$ cat config.mk
export PLATFORM = sky130hd
export DESIGN_NAME = vs_lock_ctrl
export DESIGN_NICKNAME = d
export VERILOG_FILES = /design/src/rtl/vs_lock_ctrl.sv
export SDC_FILE = /design/constraint.sdc
export NUM_CORES = 1
export LEC_CHECK = 0
export BUFFER_PORTS_ARGS = -buffer_cell sky130_fd_sc_hd__buf_2
export CAP_MARGIN = 20
export CORE_MARGIN = 3
export CORE_UTILIZATION = 45
export DETAILED_ROUTE_END_ITERATION = 10
export PLACE_DENSITY = 0.68
export SYNTH_ARGS = -nofsm -noshare
export SYNTH_HDL_FRONTEND = slang
export SYNTH_SLANG_ARGS = --single-unit
$ cat constraint.sdc
create_clock -name CLK_I -period 8.6 [get_ports CLK_I]
set_input_delay 1.29 -clock CLK_I [delete_from_list [all_inputs] [get_ports CLK_I]]
set_output_delay 1.29 -clock CLK_I [all_outputs]
set_load 0.02 [all_outputs]
$ cat src/rtl/vs_lock_ctrl.sv
// VS source scanner and lock controller.
// Steps through the eligible VS sources. For each one it holds the
// downstream filter in reset, then gives it a bounded acquisition window.
// It stays on a source while the filter reports stable lock.
//
// state  | meaning
// -------+-----------------------------------------------------------
// IDLE   | scanning disabled or no eligible source; filter held in reset
// ARM    | filter held in reset for C_ARM_CLKNUM cycles on SEL_O
// ACQ    | filter running, waiting for stable within the dwell window
// LOCKED | filter reports stable lock on SEL_O
module vs_lock_ctrl #(
  parameter int C_SRC_NUM              = 4,
  parameter int C_THRESHHOLD_CLKPRD_BW = 16,
  parameter int C_DWELL_BW             = 24,
  parameter int C_ARM_CLKNUM           = 16
) (
  input  logic                              CLK_I,
  input  logic                              RST_I,
  input  logic                              EN_I,
  input  logic [C_SRC_NUM-1:0]              SRC_MASK_I,
  input  logic [C_SRC_NUM-1:0]              VS_I,
  input  logic [C_DWELL_BW-1:0]             DWELL_CLKNUM_I,
  input  logic [7:0]                        FILTER_TIMES_I,
  input  logic [C_THRESHHOLD_CLKPRD_BW-1:0] FILTER_THRESHHOLD_CLKPRD_I,
  output logic                              FLT_RSTN_O,
  output logic                              FLT_EN_O,
  output logic [7:0]                        FLT_TIMES_O,
  output logic [C_THRESHHOLD_CLKPRD_BW-1:0] FLT_THRESHHOLD_O,
  output logic                              FLT_VS_O,
  input  logic                              FLT_STABLE_I,
  input  logic                              FLT_TIMEOUT_I,
  output logic [2:0]                        SEL_O,
  output logic                              LOCK_O,
  output logic                              LOCK_LOST_O,
  output logic                              NO_SRC_O
);

  localparam logic [1:0] S_IDLE   = 2'd0;
  localparam logic [1:0] S_ARM    = 2'd1;
  localparam logic [1:0] S_ACQ    = 2'd2;
  localparam logic [1:0] S_LOCKED = 2'd3;

  localparam int ARM_W = $clog2(C_ARM_CLKNUM + 1);
  // Down-counter reload: terminal count 0 ends the last ARM cycle.
  localparam logic [ARM_W-1:0] ARM_LOAD = ARM_W'(C_ARM_CLKNUM - 1);
  localparam logic [C_DWELL_BW:0] DWELL_ONE = (C_DWELL_BW + 1)'(1);

  logic [1:0]            st, st_nxt;
  logic [2:0]            sel_nxt;
  logic [ARM_W-1:0]      arm_cnt;
  logic [C_DWELL_BW-1:0] dwell;
  logic [C_DWELL_BW:0]   dwell_inc, dwell_lim;
  logic                  dwell_hit;
  logic                  arm_load, acq_clr, lost_nxt, flt_on_nxt;

  function automatic logic bit_at(input logic [C_SRC_NUM-1:0] vec, input logic [2:0] idx);
    logic r;
    r = 1'b0;
    for (int i = 0; i < C_SRC_NUM; i++)
      if (3'(i) == idx) r = vec[i];
    return r;
  endfunction

  function automatic logic [2:0] lowest_src(input logic [C_SRC_NUM-1:0] m);
    logic [2:0] r;
    logic       f;
    r = 3'd0;
    f = 1'b0;
    for (int i = 0; i < C_SRC_NUM; i++)
      if (m[i] && !f) begin
        r = 3'(i);
        f = 1'b1;
      end
    return r;
  endfunction

  // Next eligible index above cur, wrapping to the lowest eligible one.
  function automatic logic [2:0] next_src(input logic [C_SRC_NUM-1:0] m, input logic [2:0] cur);
    logic [2:0] r;
    logic       f;
    r = lowest_src(m);
    f = 1'b0;
    for (int i = 0; i < C_SRC_NUM; i++)
      if (m[i] && !f && (3'(i) > cur)) begin
        r = 3'(i);
        f = 1'b1;
      end
    return r;
  endfunction

  // A zero dwell setting still gives the filter one ACQ cycle.
  assign dwell_inc = {1'b0, dwell} + DWELL_ONE;
  assign dwell_lim = (DWELL_CLKNUM_I == '0) ? DWELL_ONE : {1'b0, DWELL_CLKNUM_I};
  assign dwell_hit = (dwell_inc >= dwell_lim);

  // Next-state and source selection, in priority order.
  always_comb begin
    st_nxt   = st;
    sel_nxt  = SEL_O;
    arm_load = 1'b0;
    acq_clr  = 1'b0;
    lost_nxt = 1'b0;
    if (!EN_I) begin
      st_nxt = S_IDLE;
    end else if (SRC_MASK_I == '0) begin
      st_nxt = S_IDLE;
    end else if ((st != S_IDLE) && !bit_at(SRC_MASK_I, SEL_O)) begin
      sel_nxt  = next_src(SRC_MASK_I, SEL_O);
      st_nxt   = S_ARM;
      arm_load = 1'b1;
    end else begin
      case (st)
        S_IDLE: begin
          sel_nxt  = lowest_src(SRC_MASK_I);
          st_nxt   = S_ARM;
          arm_load = 1'b1;
        end
        S_ARM: begin
          if (arm_cnt == '0) begin
            st_nxt  = S_ACQ;
            acq_clr = 1'b1;
          end
        end
        S_ACQ: begin
          if (FLT_STABLE_I) begin
            st_nxt = S_LOCKED;
          end else if (dwell_hit || FLT_TIMEOUT_I) begin
            sel_nxt  = next_src(SRC_MASK_I, SEL_O);
            st_nxt   = S_ARM;
            arm_load = 1'b1;
          end
        end
        default: begin
          if (!FLT_STABLE_I || FLT_TIMEOUT_I) begin
            st_nxt   = S_ARM;
            arm_load = 1'b1;
            lost_nxt = 1'b1;
          end
        end
      endcase
    end
  end

  assign flt_on_nxt = (st_nxt == S_ACQ) || (st_nxt == S_LOCKED);

  // State, timers and registered outputs; outputs track the next state so
  // they line up with the state register.
  always_ff @(posedge CLK_I) begin
    if (RST_I) begin
      st               <= S_IDLE;
      SEL_O            <= 3'd0;
      arm_cnt          <= '0;
      dwell            <= '0;
      FLT_RSTN_O       <= 1'b0;
      FLT_EN_O         <= 1'b0;
      FLT_VS_O         <= 1'b0;
      FLT_TIMES_O      <= 8'd0;
      FLT_THRESHHOLD_O <= '0;
      LOCK_O           <= 1'b0;
      LOCK_LOST_O      <= 1'b0;
      NO_SRC_O         <= 1'b0;
    end else begin
      st    <= st_nxt;
      SEL_O <= sel_nxt;
      if (arm_load)
        arm_cnt <= ARM_LOAD;
      else if ((st == S_ARM) && (arm_cnt != '0))
        arm_cnt <= arm_cnt - 1'b1;
      if (acq_clr)
        dwell <= '0;
      else if ((st == S_ACQ) && (dwell != '1))
        dwell <= dwell_inc[C_DWELL_BW-1:0];
      if ((st == S_ARM) && (arm_cnt == ARM_LOAD)) begin
        FLT_TIMES_O      <= FILTER_TIMES_I;
        FLT_THRESHHOLD_O <= FILTER_THRESHHOLD_CLKPRD_I;
      end
      FLT_RSTN_O  <= flt_on_nxt;
      FLT_EN_O    <= flt_on_nxt;
      FLT_VS_O    <= flt_on_nxt ? bit_at(VS_I, SEL_O) : 1'b0;
      LOCK_O      <= (st_nxt == S_LOCKED);
      LOCK_LOST_O <= lost_nxt;
      NO_SRC_O    <= EN_I && (SRC_MASK_I == '0);
    end
  end

endmodule

# Yosys cells after proc, flatten, opt, wreduce, memory -nomap -nowiden
# Index checks and enable logic that the tools add are counted.
# word_totals
reg_bits	63
inputBits	61
output_inout_bits	33
word_cells	226
# classes
add_sub_neg	2
n_lt_le_gt_ge	5
n_eq_ne	11
muxes	132
bitwise_logic	3
n_reduce_logical	61
# ops
op	count
1-bit 2-to-1 mux	102
3-bit 2-to-1 mux	17
1-bit logical AND	27
24-bit by 1-bit adder with 25-bit output, second input constant	1
25-bit by 24-bit greater-or-equal comparator with 1-bit output	1
24-bit logical NOT	1
24-bit 2-to-1 mux	1
24-bit inequality test, second input constant	1
1-bit logical NOT	17
2-bit 2-to-1 mux	7
4-bit 2-to-1 mux	2
7-bit OR reduction	1
2-bit equality test, second input constant	3
2-bit by 3-bit equality test with 1-bit output, first input constant	2
1-bit by 3-bit > comparator with 1-bit output, first input constant	2
2-bit by 3-bit > comparator with 1-bit output, first input constant	2
3-bit inequality test, second input constant	2
2-bit case mux with 3 select lines	1
3-bit case mux with 2 select lines	1
2-bit OR reduction	3
5-bit by 4-bit equality test with 1-bit output, second input constant	1
5-bit logical NOT	1
5-bit AND reduction	1
5-bit nonzero test	1
11 further kinds	16

# Longest topological paths before layout
# Gate-level depths: netlist of the first run.
# depth
depth_word	41
mapped_depth	15
mapped_depth_nobuf	15

# Least setup slack after synthesis of the first run
# Ideal clock, no wire load.
# synth_timing
path_kind	register -> register
start	register dwell[0]
end	register FLT_VS_O
setup_time_ns	0.062
arrival_time_ns	3.468
path_slack_ns	5.070
stages_incl_launch_ff	16
path_buffers	0
cell_sequence	dfxtp_1 -> ha_1 -> and3_1 -> nand3_1 -> nor2_1 -> and3_1 -> and3_1 -> xor2_1 -> ha_1 -> a211oi_2 -> o211ai_1 -> a22oi_1 -> o211ai_2 -> o21a_1 -> or4_4 -> nor2b_2
# synth_between
elab_chain_len	13
word_cells_on_any_way	14
# synth_rtl
element	line	rtl
from (decl)	52	logic [C_DWELL_BW-1:0] dwell;
from (signal assigned)	173	dwell <= dwell_inc[C_DWELL_BW-1:0];
24-bit by 1-bit adder with 25-bit output *	93	assign dwell_inc = {1'b0, dwell} + DWELL_ONE;
named net dwell_inc[14]	53	logic [C_DWELL_BW:0] dwell_inc, dwell_lim;
25-bit by 24-bit greater-or-equal comparator with 1-bit output *	95	assign dwell_hit = (dwell_inc >= dwell_lim);
1-bit logical OR *	128	end else if (dwell_hit || FLT_TIMEOUT_I) begin
2-bit 2-to-1 mux *	128	
2-bit 2-to-1 mux *	126	if (FLT_STABLE_I) begin
2-bit case mux with 3 select lines *	113	case (st)
2-bit 2-to-1 mux *	108	end else if ((st != S_IDLE) && !bit_at(SRC_MASK_I, SEL_O)) begin
2-bit 2-to-1 mux *	106	end else if (SRC_MASK_I == '0) begin
2-bit 2-to-1 mux *	104	if (!EN_I) begin
2-bit equality test	145	assign flt_on_nxt = (st_nxt == S_ACQ) || (st_nxt == S_LOCKED);
1-bit logical OR *	145	
1-bit inverter (no line) *	--	
2-bit OR reduction (no line) *	--	
to (signal assigned)	180	FLT_VS_O <= flt_on_nxt ? bit_at(VS_I, SEL_O) : 1'b0;
to (decl)	30	output logic FLT_VS_O,
# Mark *: on every way through the listed nets, which the timed path passes. The rest lies on a longest branch.
# A chain may end at the register's enable or synchronous reset.

# Final worst setup path of the first run
# layout_timing
start	register dwell[0]
end	register LOCK_O
# layout_between
elab_chain_len	10
# layout_rtl
element	line	rtl
24-bit by 1-bit adder with 25-bit output	93	
named net dwell_inc[14]	53	
25-bit by 24-bit greater-or-equal comparator with 1-bit output	95	
1-bit logical OR	128	
2-bit 2-to-1 mux	128	
2-bit 2-to-1 mux	126	
2-bit case mux with 3 select lines	113	
2-bit 2-to-1 mux	108	
2-bit 2-to-1 mux	106	
2-bit 2-to-1 mux	104	
2-bit equality test	181	LOCK_O <= (st_nxt == S_LOCKED);
to (signal assigned)	181	
to (decl)	34	output logic LOCK_O,
# The timed path passes the listed nets, and every way through them passes these cells.

==> results by group, run 1 <==
Timing
  • Fin crit period: between 3 and 4 ns
  • Final hold vios: 0
  • F_max: roughly 250 MHz
  • Relative slew slack: 0.3821
  • Skew final: 0.008796 ns
  • RSZ-0062 raised after global routing: false
  • Hold Slack: about 0.46 ns
  • # setup viols final: 0
  • Worst-Margin Slew: 0.9262 ns
  • Total negative setup slack: 0 ns
  • Slew Limit Fails: 0
  • Final period util: 0.4571

Synth
  • Post-Syn Area: 3764 um^2
  • Register bit total from synthesis: 62
  • Simple-gate share of the synthesized area: 0.2660
  • Adder-Cell Fraction of Synth Area: 0.09309
  • Asr flop ratio synth: 0
  • Mapped Cells: approximately 470
  • Synth Area in XOR/XNOR: 0.09309
  • Synth Area in Compound Gates: 0.1463
  • Yosys Warn Count: 0
  • Largest family of logic cells by synthesized area: simple AND/OR/NAND/NOR gates
  • Avg Inst Size Synth: approximately 8.0 um^2
  • Net Count, Synth: 558
  • Proportion of synthesized area in mux cells: 0.01197
  • Yosys cell types: 56
  • Ys flop type: dfxtp_1
  • Sequential element share of the synthesized area: 0.3298
  • Post-synth EDFFs: 0

Die
  • Initial Util: 0.4747
  • Core footprint: ~7900 um^2
  • Die Area: 9497 um^2
  • Site Rows: 32
  • I/O pins: 94
  • Die height: approximately 97 um
  • Chip width: 97.45 um

GRT
  • Initial antenna violation count: 0
  • Largest net degree at the start of global routing: 36
  • Grt met1 use: 0.2375
  • Met3 Use GR: 0.05025
  • Vias in the first global route: 3,429
  • First-pass GRT wire length: between 15,000 and 20,000 um
  • Overflow after GRT: 0
  • Gr usage total: 0.1973
  • Met2 Use GR: 0.3463
  • GRT Max-Usage Layer: met2

CTS
  • Clk_lat worst skew: between 0.3 and 0.4 ns
  • Root Driver: clkbuf_8
  • Clock sink total: 62
  • Post-CTS Resized: 0
  • H-Tree Depth: 3
  • CTS tree: yes
  • Max clock buf depth: 2
  • Setup Buffers After CTS: 0
  • Hold buffers post-CTS: 0
  • Total CTS buffers: 9
  • Clock transition at path regs: 0.08 ns

Final layout
  • Most frequent cells in the layout: buf_2, nand2_1, dfxtp_1, a21oi_1, inv_1
  • Filler cells: roughly 760
  • Final Util: 0.5660
  • Final net count: roughly 640
  • Share of post-route cells with drive strength above 1: 0.2415
  • ANT cells: 0
  • Area of the multi-input gates: ~2300 um^2
  • Commonest non-fill, non-tap cell in the layout: buf_2
  • Syn-to-layout area delta: 19.22%
  • Register Area: roughly 1200 um^2

Critical path
  • Worst reg-to-reg path cell count: 15
  • CP delay by family, top: simple AND/OR/NAND/NOR gates
  • Worst setup path end: LOCK_O
  • Critical-path cell list: ha_1 -> and3_1 -> nand3_1 -> nor2_1 -> and3_1 -> and3_1 -> xor2_1 -> ha_1 -> a211oi_2 -> o211ai_1 -> a22oi_1 -> o211ai_2 -> o21a_1 -> or4_4 -> nor2b_2
  • Crit path from: dwell[0]
  • Stages on worst setup path: 15
  • CP max-delay cell: or4_4
  • Critical Path Fanout Max: 5
  • R2r startpoint: dwell[0]
  • Critical path required time: around 8.9 ns
  • Reg2reg end: LOCK_O
  • Biggest cell delay along the critical path: 0.55 ns
  • CP Buf/Inv Count: 0
  • Startpoint Class: register
  • Crit Path Class: reg -> reg
  • Worst Setup End Kind: register
  • FF-to-FF setup slack: between 4 and 5 ns
  • Worst EP arrival: about 4.2 ns
  • Worst path most repeated cell: and3_1

Placement
  • PortBufs: 92
  • Dpl hpwl: roughly 7000 um
  • Placer Congestion: between 0.8 and 0.9

Drt
  • DRT iter0 DRCs: ~120
  • TritonRoute pass-1 iters: 4
  • DRC errors left: 0
  • Via count: approximately 3,500
  • Drt total wl: a little over 9000 um
  • Detail Route Antenna Nets: 0
  • Vias/cell: approximately 5.3
  • Wire per inst: 14.02 um

Worst hold path
  • Worst min-delay path category: reg -> reg

Job
  • Max Cap Violations: 0

Power and ir drop
  • Overall power: ~0.00062 W
  • Pwr dens: ~140 nW/um^2
  • VDD IR max: about 0.00011 V
  • LEAKAGE: roughly 2.0 nW

Run status
  • Status: complete, no violations
## stage by stage
step | cells | setup slack, ns | area, um^2
global placement | 644 | 4.803 | 4278
finish | 661 | 4.669 | 4487
floorplan | 469 | 5.070 | 3764
detailed placement | 644 | 4.707 | 4278
CTS | 660 | 4.692 | 4476
global route | 661 | 4.314 | 4487
## cells by family (layout without fill, tap and decap cells)
| family | Yosys count | count (layout) |
|---|---|---|
| AOI/OAI and AO/OA | 92 | 92 |
| DFF | 62 | 62 |
| adders and majority gates | 28 | 28 |
| buffers and inverters | 55 | 145 |
| and+or+nand+nor | 189 | 189 |
| xor gates and xnor gates | 40 | 40 |
| other | 1 | 1 |
| muxes | 2 | 2 |
## cells in the mapped netlist (2+ instances only)
| cell | instances | share of area |
|---|---|---|
| nand4_4 | 3 | 0.017 |
| nand2b_1 | 4 | 0.0066 |
| a211oi_1 | 2 | 0.0040 |
| and2_1 | 3 | 0.0050 |
| or3_1 | 10 | 0.017 |
| ha_1 | 28 | 0.093 |
| nand3_1 | 11 | 0.015 |
| xor2_1 | 22 | 0.051 |
| nor2b_2 | 2 | 0.0047 |
| nor3_2 | 2 | 0.0053 |
| nand4_1 | 9 | 0.015 |
| nand2_1 | 77 | 0.077 |
| buf_4 | 3 | 0.0060 |
| nor3_1 | 8 | 0.011 |
| nor4_1 | 9 | 0.015 |
| and3_1 | 7 | 0.012 |
| o211ai_1 | 3 | 0.0060 |
| a21oi_1 | 48 | 0.064 |
| nor2b_1 | 2 | 0.0033 |
| mux4_2 | 2 | 0.012 |
| inv_1 | 35 | 0.035 |
| nor3b_1 | 2 | 0.0040 |
| o21ai_0 | 21 | 0.028 |
| xnor2_1 | 18 | 0.042 |
| clkbuf_2 | 2 | 0.0027 |
| o2bb2ai_1 | 2 | 0.0047 |
| dfxtp_1 | 62 | 0.33 |
| clkbuf_1 | 13 | 0.013 |
| o21bai_1 | 3 | 0.0060 |
| nor2_1 | 30 | 0.030 |
## flip-flops by register name, indices dropped and copies added, names as in the netlist
| name | count |
|---|---|
| FLT_EN_O | 1 |
| FLT_THRESHHOLD_O | 16 |
| FLT_TIMES_O | 8 |
| FLT_VS_O | 1 |
| LOCK_LOST_O | 1 |
| LOCK_O | 1 |
| NO_SRC_O | 1 |
| SEL_O | 2 |
| arm_cnt | 5 |
| dwell | 24 |
| st | 2 |
## tightest hold or removal path: cells and delay by family (launching register included)
| family | cells | cell delay (ns) |
|---|---|---|
| flip-flops | 1 | 0.31 |
| AO/OA/AOI/OAI | 1 | 0.05 |
| AND/OR/NAND/NOR | 1 | 0.05 |
## report_power, final
| part | switching [W] | leakage [nW] | internal [W] | total (W) |
|---|---|---|---|---|
| Sequential | 0.00000602 | 0.501 | 0.000292 | 0.000298 |
| Clock | 0.000123 | 0.0996 | 0.000135 | 0.000257 |
| Combinational | 0.0000376 | 1.43 | 0.0000297 | 0.0000673 |
| Total | 0.000166 | 2.03 | 0.000456 | 0.000623 |
## layout make-up
class	count	share of cell area
clock buffers	9	0.02761
clock inverters	7	0.01645
inverters	36	0.03012
multi-input cells	352	0.5156
flip-flops and latches	62	0.2766
well taps	102	0.02844
repair buffers	93	0.1051
## metal layers
metal  vias to the layer above  wire (um)  part of all wire
met3                        15        343             0.037
met1                      1637       4119              0.44
met4                         0        144             0.016
met5                         -          0                 0
li1                       1775          -                 -
met2                        60       4657              0.50
## worst min path at each step
stage               slack [ns]  depth (start not counted)            startpoint                   end
floorplan                 0.46                          2              dwell[1]              dwell[1]
global placement          0.44                          2        FLT_TIMES_O[6]        FLT_TIMES_O[6]
detailed placement        0.45                          2   FLT_THRESHHOLD_O[8]   FLT_THRESHHOLD_O[8]
CTS                       0.46                          2   FLT_THRESHHOLD_O[8]   FLT_THRESHHOLD_O[8]
global route              0.48                          2   FLT_THRESHHOLD_O[1]   FLT_THRESHHOLD_O[1]
finish                    0.46                          2  FLT_THRESHHOLD_O[10]  FLT_THRESHHOLD_O[10]
Power figures use the tool's default switching activity.
==> inputs of run 2 (changes only) <==
--- a/config.mk
+++ b/config.mk
@@ -10,7 +10,7 @@
 export CORE_MARGIN = 3
 export CORE_UTILIZATION = 45
 export DETAILED_ROUTE_END_ITERATION = 10
-export PLACE_DENSITY = 0.68
+export PLACE_DENSITY = 0.71
 export SYNTH_ARGS = -nofsm -noshare
 export SYNTH_HDL_FRONTEND = slang
 export SYNTH_SLANG_ARGS = --single-unit
==> constraint.sdc (replaced) <==
create_clock -name CLK_I -period 3.57 [get_ports CLK_I]
set_input_delay 0.5355 -clock CLK_I [delete_from_list [all_inputs] [get_ports CLK_I]]
set_output_delay 0.5355 -clock CLK_I [all_outputs]
set_load 0.02 [all_outputs]
==> run 2 against run 1 <==
Compared with the run above: register-to-register slack got worse by 4.5 ns; critical path depth unchanged; sequential power increased by 140%; worst setup slack got worse by 4.5 ns; largest cell class unchanged; cell area increased by 2.5%; cell count increased by 1.2%; sequential share of layout area decreased by 0.50 points; power increased to 2.6 times the previous value; maximum frequency increased by 15%; clock skew decreased by 0.0034 ns.
==> results by group, run 2 (synthesis results as in run 1) <==
Critical path
  • Critical-path cell list: ha_1 -> and3_1 -> nand3_1 -> nor2_2 -> and3_1 -> and3_1 -> xor2_1 -> ha_1 -> a211oi_2 -> o211ai_1 -> a22oi_1 -> o211ai_2 -> o21a_1 -> or4_4 -> nor2b_2
  • Worst reg-to-reg path cell count: 15
  • Startpoint Class: register
  • Worst path most repeated cell: and3_1
  • Worst Setup End Kind: register
  • Critical Path Fanout Max: 5
  • Stages on worst setup path: 15
  • Biggest cell delay along the critical path: approximately 0.55 ns
  • Crit Path Class: reg -> reg
  • CP Buf/Inv Count: 0
  • CP max-delay cell: or4_4
  • CP delay by family, top: simple AND/OR/NAND/NOR gates
  • Critical path required time: approximately 3.9 ns
  • Worst EP arrival: ~3.7 ns

Final layout
  • Top Registers: dwell: 24 flops, FLT_THRESHHOLD_O: 16 flops, FLT_TIMES_O: 8 flops
  • Syn-to-layout area delta: 22.14%
  • Final net count: approximately 650
  • Most frequent cells in the layout: buf_2, nand2_1, dfxtp_1, a21oi_1, inv_1
  • Max FFs per register: 24
  • Commonest non-fill, non-tap cell in the layout: buf_2
  • Share of post-route cells with drive strength above 1: 0.2628
  • Biggest register: dwell
  • ANT cells: 0
  • Final Cell Area: roughly 4600 um^2

GRT
  • Vias in the first global route: roughly 3,400
  • Initial antenna violation count: 0
  • Overflow after GRT: 0
  • Gr usage total: 0.2007
  • First-pass GRT wire length: between 15,000 and 20,000 um
  • Largest net degree at the start of global routing: 36

Timing
  • Final hold vios: 0
  • Hold Slack: 0.4247 ns
  • Slew Limit Fails: 0
  • Worst-Margin Slew: about 0.64 ns
  • Fin crit period: between 3 and 4 ns
  • Skew final: roughly 0.0054 ns
  • # setup viols final: 0
  • Relative slew slack: 0.5744
  • Final period util: 0.9594
  • F_max: 292.0 MHz

Drt
  • Wire per inst: between 10 and 15 um
  • Drt total wl: slightly above 9000 um
  • TritonRoute pass-1 iters: 5
  • Detail Route Antenna Nets: 0
  • DRT iter0 DRCs: 150
  • DRC errors left: 0
  • Via count: between 3,000 and 4,000
  • Vias/cell: 5.278

Die
  • Die height: about 100 um
  • Site Rows: 32
  • Initial Util: 0.4747
  • I/O pins: 94
  • Die Area: between 9000 and 10,000 um^2
  • Core footprint: 7928 um^2
  • Chip width: 97.45 um

CTS
  • Clk_lat worst skew: approximately 0.34 ns
  • H-Tree Depth: 3
  • Total CTS buffers: 9
  • Max clock buf depth: 2
  • Root Driver: clkbuf_8
  • CTS tree: yes
  • Clock sink total: between 60 and 70
  • Setup Buffers After CTS: 0
  • Clock transition at path regs: roughly 0.070 ns

Placement
  • Dpl hpwl: between 7000 and 8000 um
  • Placer Congestion: between 0.8 and 0.9
  • PortBufs: 92
  • Dpl cell area: 4334 um^2

Job
  • Max Cap Violations: 0

Power and ir drop
  • VDD IR max: around 0.00019 V
  • Pwr dens: between 300 and 400 nW/um^2
  • LEAKAGE: between 2 and 2.5 nW

Worst hold path
  • Hold path cells: 3
  • Worst min-delay path category: in -> reg

Run status
  • Status: complete, no violations
-- run 2: changes by cell type in the layout (fill, tap and decap cells not counted), sizes merged --
cell,before,now
buf,93,101
bufinv,1,2
clkbuf,9,11
clkinv,4,2
inv,37,36
-- run 2: area by class of cell --
class | instances | area, um^2
clock inverters | 5 | 81.33
fillers | 720 | 3331
clock buffers | 11 | 151.4
well taps | 102 | 127.6
inverters | 36 | 135.1
flip-flops and latches | 62 | 1249
repair buffers | 101 | 531.8
multi-input cells | 352 | 2321
-- run 2: routing by layer --
layer,vias up,track usage,share of wire
met2,72,0.3437,0.49
met1,1655,0.2545,0.46
met5,-,0,0
met4,0,0.05218,0.014
met3,12,0.04523,0.035
li1,1792,-,-
-- run 2: timing repair --
action | in CTS | in global routing
pin swaps | 0 | 7
endpoints found under the setup margin | 1 | 12
hold buffers | 0 | 0
gates resized for setup | 1 | 8
-- run 2: per-stage QoR --
step | std cells | util | TNS, ns | setup WS (ns) | total power, W
after global placement | 652 | 0.5467 | 0 | 0.1681 | 0.0008893
after detailed placement | 652 | 0.5467 | 0 | 0.05244 | 0.0008935
after global routing | 669 | 0.5799 | -0.01346 | -0.008013 | 0.001661
after floorplan | 469 | - | 0 | 0.04001 | 0.0008285
after CTS | 668 | 0.5769 | 0 | 0.02261 | 0.001611
final | 669 | 0.5799 | 0 | 0.1448 | 0.001596
-- run 2: path summary, 6_finish.rpt --
| check | start | end | slack (ns) |
|---|---|---|---|
| max reg2reg | dwell[0] | FLT_VS_O | 0.14 |
| max | dwell[0] | FLT_VS_O | 0.14 |
| min | FILTER_TIMES_I[5] | FLT_TIMES_O[5] | 0.42 |
| min reg2reg | FLT_TIMES_O[0] | FLT_TIMES_O[0] | 0.45 |
-- run 2: worst reg2reg max path, delay by kind of cell (launching register included) --
kind	cells	cell delay, ns
adders and majority gates	2	0.52
AOI/OAI and AO/OA	5	0.90
DFF	1	0.36
and+or+nand+nor	7	1.43
xor gates and xnor gates	1	0.14
-- run 2: power by group --
part	total, W	internal, W	switching, W
clock network	0.000717	0.000431	0.000286
logic	0.000162	0.0000716	0.0000901
registers	0.000718	0.000703	0.0000146
==> inputs of run 3 (changes only) <==
--- a/config.mk
+++ b/config.mk
@@ -5,12 +5,13 @@
 export SDC_FILE = /design/constraint.sdc
 export NUM_CORES = 1
 export LEC_CHECK = 0
+export ABC_AREA = 1
 export BUFFER_PORTS_ARGS = -buffer_cell sky130_fd_sc_hd__buf_2
 export CAP_MARGIN = 20
 export CORE_MARGIN = 3
 export CORE_UTILIZATION = 45
 export DETAILED_ROUTE_END_ITERATION = 10
-export PLACE_DENSITY = 0.71
+export PLACE_DENSITY = 0.72
 export SYNTH_ARGS = -nofsm -noshare
 export SYNTH_HDL_FRONTEND = slang
 export SYNTH_SLANG_ARGS = --single-unit
==> run 3 against run 2 <==
Compared with the run above: routed wire length down 0.77%; sequential share of layout area up 0.096 points; clock power down 11%; non-clock buffer count is 8 lower; cell count up 12%; synthesized area up 1.5%; maximum frequency is 9.0% higher; worst setup slack better by 0.28 ns; cell area fell by 0.95%; sequential power up 1%; highest routed layer unchanged.
==> results by group, run 3 <==
Critical path
  • Crit path from: dwell[0]
  • Crit Path Class: reg -> reg
  • Critical-path cell list: ha_1 -> nand2_1 -> nor2_4 -> nand2_2 -> nor2_4 -> nand2_1 -> nor2_1 -> xor2_1 -> inv_1 -> ha_1 -> nand2_1 -> nor2_1 -> nand3_1 -> a21oi_2 -> nand3_1 -> nand3_2 -> nand3_2 -> nand3_2 -> nand2_2 -> a21oi_1
  • Reg2reg end: arm_cnt[2]
  • FF-to-FF setup slack: approximately 0.43 ns
  • Startpoint Class: register
  • CP Buf/Inv Count: 1
  • Biggest cell delay along the critical path: slightly above 0.4 ns
  • Worst EP arrival: around 3.4 ns
  • Critical Path Fanout Max: 5
  • Worst setup path end: arm_cnt[2]
  • Stages on worst setup path: 20
  • Worst reg-to-reg path cell count: 20
  • R2r startpoint: dwell[0]
  • Critical path required time: 3.84 ns
  • CP delay by family, top: simple AND/OR/NAND/NOR gates
  • Worst Setup End Kind: register
  • CP max-delay cell: dfxtp_1

Timing
  • Fin crit period: between 3 and 4 ns
  • RSZ-0062 raised after global routing: false
  • Worst-Margin Slew: 0.7340 ns
  • Total negative setup slack: 0 ns
  • Final period util: 0.8800
  • Final hold vios: 0
  • Skew final: 0.01093 ns
  • F_max: 318.3 MHz
  • # setup viols final: 0
  • Relative slew slack: 0.5101
  • Slew Limit Fails: 0

Synth
  • Post-synth EDFFs: 0
  • Mapped Cells: 550
  • Simple-gate share of the synthesized area: 0.2984
  • Yosys cell types: 40
  • Adder-Cell Fraction of Synth Area: 0.09171
  • Most common cell in the netlist: nor2_1
  • Largest family of logic cells by synthesized area: simple AND/OR/NAND/NOR gates
  • Post-Syn Area: approximately 3800 um^2
  • Synth Area in XOR/XNOR: 0.04979
  • Top cells by area, synth: dfxtp_1, nor2_1, nand2_1
  • Yosys top cell area share: 0.3249
  • Sequential element share of the synthesized area: 0.3249
  • Avg Inst Size Synth: between 6 and 7 um^2
  • Area leader, netlist: dfxtp_1
  • Asr flop ratio synth: 0
  • Ys flop type: dfxtp_1
  • Yosys Warn Count: 0
  • Net Count, Synth: about 640
  • Most frequent cells after synthesis: nor2_1, nand2_1, inv_1, dfxtp_1
  • Proportion of synthesized area in mux cells: 0
  • Synth Area in Compound Gates: 0.1412
  • Register bit total from synthesis: 62

Die
  • Initial Util: 0.4794
  • Core footprint: 7968 um^2
  • Chip width: between 90 and 100 um
  • Die height: 98.14 um
  • Die Area: roughly 9600 um^2
  • I/O pins: 94
  • Site Rows: 32

Power and ir drop
  • Switching share of power: 0.2802
  • LEAKAGE: roughly 2.2 nW
  • Seq pwr share: 0.460
  • Pint: ~0.0011 W
  • Pwr dens: 346.5 nW/um^2
  • Combinational power share: 0.138
  • Clk pwr share: 0.403
  • NetSw: roughly 0.00044 W
  • VDD IR max: between 0.0002 and 0.00025 V

Final layout
  • Final Util: 0.5715
  • Most frequent cells in the layout: nor2_1, nand2_1, buf_2, inv_1, dfxtp_1
  • Commonest non-fill, non-tap cell in the layout: nor2_1
  • Biggest register: dwell
  • Final net count: about 730
  • Final Cell Area: about 4600 um^2
  • Non-Filler Instances: around 750
  • ANT cells: 0
  • Max FFs per register: 24
  • Syn-to-layout area delta: 19.19%
  • Share of post-route cells with drive strength above 1: 0.2217
  • Top Registers: dwell: 24 flops, FLT_THRESHHOLD_O: 16 flops, FLT_TIMES_O: 8 flops

Drt
  • TritonRoute pass-1 iters: 4
  • DRT iter0 DRCs: roughly 180
  • Via count: approximately 3,700
  • Vias/cell: roughly 5.0
  • Drt total wl: between 9000 and 10,000 um
  • DRC errors left: 0
  • Wire per inst: between 10 and 15 um
  • Detail Route Antenna Nets: 0

CTS
  • Clock sink total: between 60 and 70
  • CTS tree: yes
  • H-Tree Depth: 3
  • Clock transition at path regs: roughly 0.070 ns
  • Root Driver: clkbuf_8
  • Post-CTS Resized: 0
  • Hold buffers post-CTS: 0
  • Total CTS buffers: 9
  • Clk_lat worst skew: approximately 0.34 ns
  • Max clock buf depth: 2
  • Setup Buffers After CTS: 0

Worst hold path
  • Worst min-delay path category: in -> reg
  • Hold path cells: 2

GRT
  • Vias in the first global route: 3,519
  • GRT Max-Usage Layer: met2
  • Gr usage total: 0.1995
  • Met2 Use GR: 0.3141
  • Largest net degree at the start of global routing: 29
  • Initial antenna violation count: 0
  • Overflow after GRT: 0
  • Met3 Use GR: 0.04857
  • First-pass GRT wire length: 16,020 um
  • Grt met1 use: 0.2673

Placement
  • Dpl hpwl: about 7300 um
  • Dpl cells: 731
  • Dpl cell area: between 4000 and 5000 um^2
  • Placer Congestion: 0.9466
  • PortBufs: just over 90

Run status
  • Status: complete, no violations

Job
  • Max Cap Violations: 0
[run 3: final cells by class]
type / instances / area, um^2
clock buffers: 10 / 137.6
clock inverters: 6 / 70.07
fillers: 794 / 3415
inverters: 76 / 285.3
multi-input cells: 398 / 2223
flip-flops and latches: 62 / 1241
well taps: 102 / 127.6
repair buffers: 93 / 467.9
[run 3: power by group through the flow]
stage / Combinational (W) / Clock, W / Sequential, W
floorplan: 0.000138 / 0 / 0.000743
global placement: 0.000210 / 0 / 0.000740
detailed placement: 0.000215 / 0 / 0.000741
CTS: 0.000216 / 0.000649 / 0.000725
global route: 0.000249 / 0.000676 / 0.000729
finish: 0.000217 / 0.000635 / 0.000726
[run 3: worst register-to-register path: cells and delay by family, from the launching register on]
| family | cells | cell delay (ns) |
|---|---|---|
| compound gates | 2 | 0.27 |
| xor+xnor | 1 | 0.20 |
| fa+ha+maj | 2 | 0.52 |
| buf+inv | 1 | 0.07 |
| flops | 1 | 0.41 |
| simple gates | 14 | 1.62 |
[run 3: worst min-delay path by stage]
stage	from	end	slack (ns)
6_report	SRC_MASK_I[3]	NO_SRC_O	0.43
5_1_grt	SRC_MASK_I[3]	NO_SRC_O	0.43
4_1_cts	SRC_MASK_I[3]	NO_SRC_O	0.41
3_5_place_dp	FLT_THRESHHOLD_O[5]	FLT_THRESHHOLD_O[5]	0.47
3_3_place_gp	FLT_TIMES_O[4]	FLT_TIMES_O[4]	0.46
2_1_floorplan	dwell[3]	dwell[3]	0.45
[run 3: routing by layer]
metal  routed length, um  vias to the layer above  part of all wire
met5                   0                        -                 0
li1                    -                     1944                 -
met3                 635                       14             0.068
met2                4104                      109              0.44
met4                 167                        0             0.018
met1                4372                     1634              0.47
[run 3: stage by stage]
step / setup WS, ns / power (W) / hold slack, ns
6_report: 0.4285 / 0.001578 / 0.4256
3_3_place_gp: 0.6284 / 0.0009500 / 0.4586
3_5_place_dp: 0.4543 / 0.0009561 / 0.4686
4_1_cts: 0.4391 / 0.001591 / 0.4063
5_1_grt: 0.02212 / 0.001654 / 0.4257
2_1_floorplan: 0.8101 / 0.0008807 / 0.4516
[run 3: cell families after synthesis]
kind of cell / Yosys count
buf+inv: 90
compound gates: 94
other cells: 1
flops: 62
xor+xnor: 20
fa+ha+maj: 28
simple gates: 255
